**src/rtl/vgafb_scangen.sv**
```systemverilog
// Raster scan generator for the VGA framebuffer.
// Walks a programmable (h,v) raster, pulls pixels from the feed over a
// valid/ack handshake, and emits one {vsync,hsync,blank_n,RGB888} word per
// step into the sys->vga clock-crossing FIFO. Timing, sync polarity and pixel
// format live in shadow registers. Changes are committed atomically at frame
// end, or continuously while the generator is disabled.
module vgafb_scangen #(
  parameter int CW = 11,
  parameter int PW = 32
) (
  input  logic          sys_clk,
  input  logic          sys_rst,
  input  logic          enable,
  input  logic [CW-1:0] hres,
  input  logic [CW-1:0] hsync_start,
  input  logic [CW-1:0] hsync_end,
  input  logic [CW-1:0] hscan,
  input  logic [CW-1:0] vres,
  input  logic [CW-1:0] vsync_start,
  input  logic [CW-1:0] vsync_end,
  input  logic [CW-1:0] vscan,
  input  logic          hsync_pol,
  input  logic          vsync_pol,
  input  logic [1:0]    fmt,
  input  logic          cfg_load,
  output logic          cfg_pending,
  input  logic          pix_valid,
  input  logic [PW-1:0] pix_data,
  output logic          pix_ack,
  input  logic          out_full,
  output logic          out_we,
  output logic [26:0]   out_data,
  output logic [CW-1:0] hpos,
  output logic [CW-1:0] vpos,
  output logic          frame_start,
  output logic          vblank_start
);

  typedef struct packed {
    logic [CW-1:0] hres;
    logic [CW-1:0] hsync_start;
    logic [CW-1:0] hsync_end;
    logic [CW-1:0] hscan;
    logic [CW-1:0] vres;
    logic [CW-1:0] vsync_start;
    logic [CW-1:0] vsync_end;
    logic [CW-1:0] vscan;
    logic          hsync_pol;
    logic          vsync_pol;
    logic [1:0]    fmt;
  } cfg_t;

  cfg_t       cfg_in;
  cfg_t       shd;
  logic       active;
  logic       step;
  logic       h_last;
  logic       v_last;
  logic       hs_on;
  logic       vs_on;
  logic [7:0] r;
  logic [7:0] g;
  logic [7:0] b;

  // Live configuration inputs gathered into one word for shadow loading.
  assign cfg_in = '{hres: hres, hsync_start: hsync_start, hsync_end: hsync_end,
                    hscan: hscan, vres: vres, vsync_start: vsync_start,
                    vsync_end: vsync_end, vscan: vscan, hsync_pol: hsync_pol,
                    vsync_pol: vsync_pol, fmt: fmt};

  // Raster position qualifiers and the handshake; all zero-latency.
  always_comb begin
    active  = (hpos < shd.hres) && (vpos < shd.vres);
    step    = enable && !sys_rst && !out_full && (!active || pix_valid);
    out_we  = step;
    pix_ack = step && active;
    h_last  = (hpos == shd.hscan);
    v_last  = (vpos == shd.vscan);
    // An empty or inverted window (end <= start) can never match.
    hs_on   = (hpos >= shd.hsync_start) && (hpos < shd.hsync_end);
    vs_on   = (vpos >= shd.vsync_start) && (vpos < shd.vsync_end);
  end

  // Pixel format expansion to RGB888; 565 channels replicate their MSBs.
  always_comb begin
    // NOTE: every always_comb output gets a default first so no path infers a latch.
    r = '0;
    g = '0;
    b = '0;
    case (shd.fmt)
      2'd0: begin
        r = {pix_data[15:11], pix_data[15:13]};
        g = {pix_data[10:5],  pix_data[10:9]};
        b = {pix_data[4:0],   pix_data[4:2]};
      end
      2'd1: begin
        r = pix_data[23:16];
        g = pix_data[15:8];
        b = pix_data[7:0];
      end
      default: begin
        r = pix_data[7:0];
        g = pix_data[7:0];
        b = pix_data[7:0];
      end
    endcase
  end

  // Output word for the current position; blanked words carry black.
  always_comb begin
    out_data = {vs_on ? shd.vsync_pol : ~shd.vsync_pol,
                hs_on ? shd.hsync_pol : ~shd.hsync_pol,
                active,
                active ? {r, g, b} : 24'd0};
  end

  // Raster counters, frame-atomic shadow commit and event pulses.
  always_ff @(posedge sys_clk) begin
    // NOTE: sequential state uses non-blocking assignments so every register
    // samples pre-edge values regardless of statement order.
    if (sys_rst) begin
      hpos         <= '0;
      vpos         <= '0;
      shd          <= '0;
      cfg_pending  <= 1'b0;
      frame_start  <= 1'b0;
      vblank_start <= 1'b0;
    end else if (!enable) begin
      hpos         <= '0;
      vpos         <= '0;
      shd          <= cfg_in;
      cfg_pending  <= 1'b0;
      frame_start  <= 1'b0;
      vblank_start <= 1'b0;
    end else begin
      frame_start  <= step && (hpos == '0) && (vpos == '0);
      vblank_start <= step && (hpos == '0) && (vpos == shd.vres);
      if (cfg_load) cfg_pending <= 1'b1;
      if (step) begin
        if (h_last) begin
          hpos <= '0;
          vpos <= v_last ? '0 : vpos + 1'b1;
          // A request arriving on the commit step itself stays pending.
          if (v_last && cfg_pending) begin
            shd         <= cfg_in;
            cfg_pending <= cfg_load;
          end
        end else begin
          hpos <= hpos + 1'b1;
        end
      end
    end
  end

endmodule

```
**config.mk**
```make
export PLATFORM = sky130hd
export DESIGN_NAME = vgafb_scangen
export DESIGN_NICKNAME = d
export VERILOG_FILES = /design/src/rtl/vgafb_scangen.sv
export SDC_FILE = /design/constraint.sdc
export NUM_CORES = 1
export LEC_CHECK = 0
export ABC_AREA = 1
export CORE_ASPECT_RATIO = 1.1
export CORE_MARGIN = 5
export CORE_UTILIZATION = 39
export DETAILED_ROUTE_END_ITERATION = 6
export GPL_ROUTABILITY_DRIVEN = 0
export HOLD_SLACK_MARGIN = 0.08
export PLACE_DENSITY_LB_ADDON = 0.2
export SYNTH_ARGS = -nofsm -noshare
export SYNTH_HDL_FRONTEND = slang
export SYNTH_SLANG_ARGS = --single-unit
```
**constraint.sdc**
```tcl
create_clock -name sys_clk -period 2.5 [get_ports sys_clk]
set_input_delay 0.5 -clock sys_clk [delete_from_list [all_inputs] [get_ports sys_clk]]
set_output_delay 0.5 -clock sys_clk [all_outputs]
set_load 0.005 [all_outputs]
```
==> flow_summary.toml, run 1 <==
[synth]
synth-seq-cells = 117
synth_top_family_by_area = "simple AND/OR/NAND/NOR gates"
yosysWarnings = 0
ys_types = 35
synth_fp_nets = 1415
synthSimpleGateAreaFrac_pct = 36.05
synth_xor_area_share_pct = 1.808
synth_compound_gate_area_share_pct = 6.296
avgSynthCellArea_um2 = 6.363
synthAdderAreaFrac_pct = 10.82
synth_area_um2 = 7750
syn-instance-count = 1218
ys_seq_area_share_pct = 30.22
synth.mux.area_fraction_pct = 0

[routing]
first_iter_violations = 538
routed_wirelength_um = 26010
vias_per_cell = 4.935
ant_nets = 0
drc = 0
vias = 8438
wl_per_cell_um = 15.21
firstDrtPassIters = 5

[worst_hold_path]
worst_hold_startpoint = "shd[88]"
hold-path-cell-count = 2
min_to = "shd[88]"
holdCritPathClass = "reg2reg"

[critical_path]
r2r_slack_ns = 0.05
cp_slowest_cell = "dfxtp_2"
critPathKind = "reg2out"
r2r_cells = 16
path_buf_inv = 5
end_kind = "output port"
critPathTopFamily = "simple AND/OR/NAND/NOR gates"
start_kind = "flop"
r2r_end = "vpos[2]"
cp_max_fo = 6
slowest_delay_ns = 0.34
arrival_ns = 2.16
path_cells = "inv_1, ha_4, nand2_2, inv_1, nand2_1, nand2_1, nand2_1, nand2_2, nor2_4, nand2_2, inv_4, buf_16, o21ai_4, nor2_2, buf_2"
reg2reg_from = "shd[87]"
critPathRequiredTime_ns = 2.00

[power_and_ir_drop]
vdd_ir_drop_max_mv = 0.5038
static-leakage-power_nw = 5.534
pwr_density_cell_nw_per_um2 = 470.6

[timing]
finalMaxSlewViolations = 0
final-setup-viol-count = 28
min_period_ns = 2.662
period_share_pct = 106.5
worst_slack_ns = -0.1619
final_hold_viol_count = 0
relSlewSlack_pct = 34.86
skew_ns = 0.008622
max_freq_mhz = 375.7
grt_setup_unrepaired = "yes"
tightest_slew_ns = 0.9771

[finish]
nFillCells = 1849
final_layout_size_suffix_gt1_share_pct = 21.81
fin_util_pct = 59.53
syn_to_final_growth_pct = 51.53
nNetsFinal = 1645
num_antenna_cells = 0
final_cells = 1710

[floorplan]
core_area_um2 = 19730
die_h_um = 157.8
dieWidth_um = 144.4
start_util_pct = 39.28
ios = 184
die-area_um2 = 22790
rows = 54

[global_route]
grt_max_degree = 93
grtUsageTotal_pct = 20.60
grt_pass1_vias = 7796
antenna_found_initial = 0
grt-ovfl-total = 0
grt_pass1_wl_um = 37540

[run]
max_cap_viol_count = 0

[clock_network]
cts.clk_slew.worst_paths_ns = 0.05
cts_made_buffers = 17
cts_hold_buffers = 0
htreeDepth = 4
clock_path_buffers = 2
cts-root-buf = "clkbuf_16"
cts_tree = "built"
clk_latency_ns = 0.43
clock_sinks = 117

[placement]
dp_cells = 1648
io_buffer_count = 175
dp_hpwl_um = 16910

[run_status]
outcome = "complete, but fails checks"
violations = "setup timing"
==> area by class of cell <==
class	count	area (µm²)	share of cell area [%]
timing repair buffer	257	2601	22.15
tap	252	315.3	2.685
clock buffer	23	467.9	3.985
multi-input combinational	844	5120	43.60
sequential	117	2385	20.31
clock inverter	6	55.05	0.4688
inverter	211	799.5	6.808
==> where the power goes <==
group,switching [mW],internal [mW]
Combinational,0.624,0.606
Clock,0.846,1.39
Sequential,0.0748,1.99
Total,1.54,3.98
==> worst reg2reg max path, stage by stage (launching register included) <==
cell and delay, ns:
dfxtp_2 0.34, inv_1 0.07, ha_4 0.27, nand2_2 0.07, nor2_2 0.11, nand2_2 0.06
a21oi_2 0.15, nor2_4 0.06, buf_4 0.14, nand3_4 0.09, buf_4 0.11, buf_4 0.09
buf_4 0.12, nand3_2 0.14, inv_1 0.25, nand2_1 0.09, a21oi_1 0.19
==> cells by family after synthesis <==
group,count (synthesis)
flip-flops,117
adder cells (fa/ha/maj),67
XOR/XNOR,16
AND/OR/NAND/NOR,670
buffers and inverters,258
AO/OA/AOI/OAI,90
==> timing repair <==
item	CTS	global route
gates cloned	1	13
gates resized for setup	223	119
setup endpoints to repair	29	121
setup buffers	10	12
pin swaps	49	47
==> worst max path at each step <==
stage | cells after the start | slack [ns] | start | endpoint
final | 15 | -0.16 | shd[87] | out_data[21]
after CTS | 15 | -0.21 | shd[46] | out_data[11]
after global placement | 13 | -0.28 | shd[87] | out_data[11]
after floorplan | 11 | 0.23 | vpos[2] | pix_ack
after detailed placement | 13 | -0.28 | shd[87] | out_data[11]
after global routing | 13 | -0.27 | shd[89] | out_data[1]
==> routing by layer <==
| metal | wire length (µm) | global-route usage, % | vias up |
|---|---|---|---|
| met1 | 11000 | 24.17 | 3917 |
| met5 | 0 | 0 | - |
| met4 | 644 | 7.064 | 0 |
| met2 | 13180 | 37.08 | 206 |
| li1 | - | - | 4263 |
| met3 | 1187 | 4.260 | 52 |
==> metrics by stage <==
| step | hold slack (ns) | setup TNS (ns) | total power [mW] | cell area, µm² | worst slack (ns) |
|---|---|---|---|---|---|
| final | 0.4714 | -3.250 | 5.527 | 11740 | -0.1619 |
| after global routing | 0.4969 | -7.757 | 5.789 | 11740 | -0.2709 |
| after CTS | 0.4740 | -4.510 | 5.407 | 10890 | -0.2071 |
| after detailed placement | 0.4669 | -6.154 | 3.164 | 9928 | -0.2769 |
| after global placement | 0.4633 | -6.150 | 3.147 | 9928 | -0.2815 |
| after floorplan | 0.4540 | 0 | 2.673 | 7750 | 0.2268 |
==> registers in the layout, indices dropped and copies added, names as in the netlist <==
register,cells
cfg_pending,1
vblank_start,1
shd,92
vpos,11
frame_start,1
hpos,11
==> cells in the final DEF, fill, tap and decap left out, types with 19 or more instances in the layout <==
master,count
nand2_1,227
nor2_1,222
inv_1,188
clkdlybuf4s50_1,146
nand3_1,113
dfxtp_1,87
buf_4,42
ha_4,40
a21oi_1,38
nor2_2,33
dfxtp_2,28
ha_1,27
buf_2,26
clkbuf_16,25
buf_6,23
inv_2,21
nand4_1,19
==> cells in the mapped netlist, drive strengths merged <==
| cell type | count | area (µm²) |
|---|---|---|
| nor2 | 259 | 974.7 |
| ha | 67 | 838.3 |
| buf | 34 | 306.5 |
| or2 | 3 | 18.77 |
| nand3 | 118 | 605.6 |
| nor4 | 5 | 31.28 |
| o21bai | 1 | 7.510 |
| o21ai | 27 | 135.1 |
| nand4 | 19 | 118.9 |
| inv | 210 | 788.3 |
| xnor2 | 10 | 87.58 |
| a211oi | 4 | 30.03 |
| dfxtp | 117 | 2342 |
| o21a | 2 | 15.01 |
| a21oi | 46 | 230.2 |
| clkinv | 1 | 3.750 |
| nor3 | 16 | 80.08 |
| clkbuf | 13 | 48.80 |
| and2 | 1 | 6.260 |
| o221ai | 2 | 17.52 |
| nand2 | 244 | 920.9 |
| a21o | 1 | 7.510 |
| a22oi | 1 | 7.510 |
| nand3b | 2 | 15.01 |
| nor3b | 3 | 22.52 |
| xor2 | 6 | 52.55 |
| o22ai | 6 | 37.54 |
Power figures use the tool's default switching activity.
==> run 2, diff against run 1 <==
--- a/config.mk
+++ b/config.mk
@@ -11,6 +11,7 @@
 export CORE_UTILIZATION = 39
 export DETAILED_ROUTE_END_ITERATION = 6
 export GPL_ROUTABILITY_DRIVEN = 0
+export GPL_TIMING_DRIVEN = 0
 export HOLD_SLACK_MARGIN = 0.08
 export PLACE_DENSITY_LB_ADDON = 0.2
 export SYNTH_ARGS = -nofsm -noshare
==> constraint.sdc (replaced) <==
create_clock -name sys_clk -period 3.1 [get_ports sys_clk]
set_input_delay 0.62 -clock sys_clk [delete_from_list [all_inputs] [get_ports sys_clk]]
set_output_delay 0.62 -clock sys_clk [all_outputs]
set_load 0.005 [all_outputs]
==> run 2 against run 1 <==
Net effect:
- flip-flop and latch count did not move
- wire length fell by 9.9%
- via count fell by 4.1%
- cell count fell by 0.35%
- the run now ends clean
- critical path depth fell by 7
- clock power fell by 20%
- critical endpoint is now out_data[25]
- die area did not move
- largest cell class unchanged
- register-to-register slack improved by 0.71 ns
- combinational power fell by 29%
==> flow_summary.toml, run 2 (same netlist as run 1, synthesis figures left out) <==
[run_status]
outcome = "finished, final reports clean"

[critical_path]
cp_max_fo = 5
critPathKind = "reg2out"
end_kind = "output port"
path_cells = "buf_4, ha_1, nand4_1, o221ai_1, nor2_1, nand3_1, nand2_1, clkdlybuf4s50_1"
critPathRequiredTime_ns = 2.48
r2r_end = "vblank_start"
cp_slowest_cell = "clkdlybuf4s50_1"
r2r_cells = 15
r2r_slack_ns = 0.76
arrival_ns = 2.46
slowest_delay_ns = 0.50
reg2reg_from = "shd[43]"
start_kind = "flop"

[finish]
stdcell_area_um2 = 10890
final_layout_size_suffix_gt1_share_pct = 11.71
fin_util_pct = 55.21
nNetsFinal = 1637
syn_to_final_growth_pct = 40.55
layout_commonest_cell = "nor2_1"
largest_register = "shd"
nFillCells = 1948
mostFrequentLayoutCells = "253 x nor2_1, 238 x nand2_1, 200 x inv_1, 147 x clkdlybuf4s50_1, 115 x nand3_1"
largest_register_ffs = 92
top_regs = "shd: 92 flops, hpos: 11 flops, vpos: 11 flops"
num_antenna_cells = 0

[placement]
io_buffer_count = 175
dp_hpwl_um = 17320
place_area_um2 = 9817

[clock_network]
clock_sinks = 117
cts-root-buf = "clkbuf_16"
cts.clk_slew.worst_paths_ns = 0.05
htreeDepth = 4
clk_latency_ns = 0.42
cts_tree = "built"
clock_path_buffers = 2
cts_made_buffers = 17

[floorplan]
ios = 184
rows = 54
core_area_um2 = 19730
start_util_pct = 39.28
die_h_um = 157.8
die-area_um2 = 22790
dieWidth_um = 144.4

[timing]
min_period_ns = 3.080
relSlewSlack_pct = 36.48
final_hold_viol_count = 0
skew_ns = 0.006459
period_share_pct = 99.35
finalMaxSlewViolations = 0
tightest_slew_ns = 0.9527
final-setup-viol-count = 0
max_freq_mhz = 324.7

[global_route]
grt_max_degree = 17
grt_pass1_wl_um = 35800
antenna_found_initial = 0
grtUsageTotal_pct = 19.95
grt_pass1_vias = 7328
grt-ovfl-total = 0

[run]
max_cap_viol_count = 0

[power_and_ir_drop]
finalPower_mw = 4.299
static-leakage-power_nw = 5.357
pwr_density_cell_nw_per_um2 = 394.6
vdd_ir_drop_max_mv = 0.3807

[routing]
firstDrtPassIters = 5
first_iter_violations = 439
routed_wirelength_um = 23430
ant_nets = 0
vias = 8090
vias_per_cell = 4.748
wl_per_cell_um = 13.75
drc = 0

[worst_hold_path]
holdCritPathClass = "reg2reg"
worst_hold_startpoint = "cfg_pending"
hold-path-cell-count = 2
min_to = "cfg_pending"
==> run 2: metrics by stage <==
| step | worst slack [ns] | cells | TNS, ns | hold WS (ns) |
|---|---|---|---|---|
| 2_1_floorplan | 0.7068 | 1218 | 0 | 0.4540 |
| 3_3_place_gp | -0.3733 | 1645 | -6.222 | 0.4628 |
| 3_5_place_dp | -0.3993 | 1645 | -7.023 | 0.4604 |
| 4_1_cts | -0.1110 | 1681 | -0.1110 | 0.4724 |
| 5_1_grt | -0.06694 | 1704 | -0.06778 | 0.4861 |
| 6_report | 0.02024 | 1704 | 0 | 0.4705 |
==> run 2: final cells by class <==
| type | count | area (µm²) | share of cell area (%) |
|---|---|---|---|
| plain buffers | 47 | 361.6 | 3.320 |
| clock buffers | 27 | 513.0 | 4.709 |
| clock inverters | 4 | 20.02 | 0.1838 |
| inverters | 211 | 797.0 | 7.317 |
| multi-input cells | 843 | 4507 | 41.37 |
| flip-flops and latches | 117 | 2424 | 22.25 |
| well taps | 252 | 315.3 | 2.895 |
| repair buffers | 203 | 1956 | 17.95 |
==> run 2: how the worst max path moves through the flow <==
stage               startpoint           end  slack, ns  cells after the start
finish                 hpos[8]  out_data[25]       0.02                      8
global route          hpos[10]  out_data[25]      -0.07                      8
CTS                    vpos[7]       pix_ack      -0.11                     15
detailed placement     vpos[8]  out_data[14]      -0.40                     14
global placement       vpos[8]  out_data[10]      -0.37                     14
floorplan              vpos[2]       pix_ack       0.71                     11
==> run 2: critical path: cells and delay by family (launching register included) <==
kind	cells	cell delay, ns
flip-flops	1	0.37
buffers and inverters	2	0.65
AND/OR/NAND/NOR	4	0.55
adder cells (fa/ha/maj)	1	0.32
AO/OA/AOI/OAI	1	0.16
==> run 2: power by group <==
group	switching [mW]	internal (mW)	total, mW
Combinational	0.438	0.432	0.870
Sequential	0.0575	1.59	1.65
Clock	0.668	1.12	1.78
==> run 2: repair_timing <==
action                                  4_1_cts  5_1_grt
resized for setup                            83       51
endpoints found under the setup margin       29       25
hold endpoints to repair                      0        0
setup buffers                                 5       23
hold buffers                                  0        0
pin swaps                                     5       15
==> run 2: metal layers <==
metal	routed length (µm)	vias up	GRT usage, %	part of all wire [%]
met5	0	-	0	0
met4	451	0	6.131	1.9
met3	1216	43	3.656	5.2
met2	11580	187	34.43	49
met1	10190	3616	25.24	43
li1	-	4244	-	-
==> run 3, diff against run 2 <==
--- a/config.mk
+++ b/config.mk
@@ -6,6 +6,7 @@
 export NUM_CORES = 1
 export LEC_CHECK = 0
 export ABC_AREA = 1
+export ABC_CLOCK_PERIOD_IN_PS = 3100
 export CORE_ASPECT_RATIO = 1.1
 export CORE_MARGIN = 5
 export CORE_UTILIZATION = 39
==> results of run 3 <==
Final layout, timing and power as in run 2 (identical DEF).
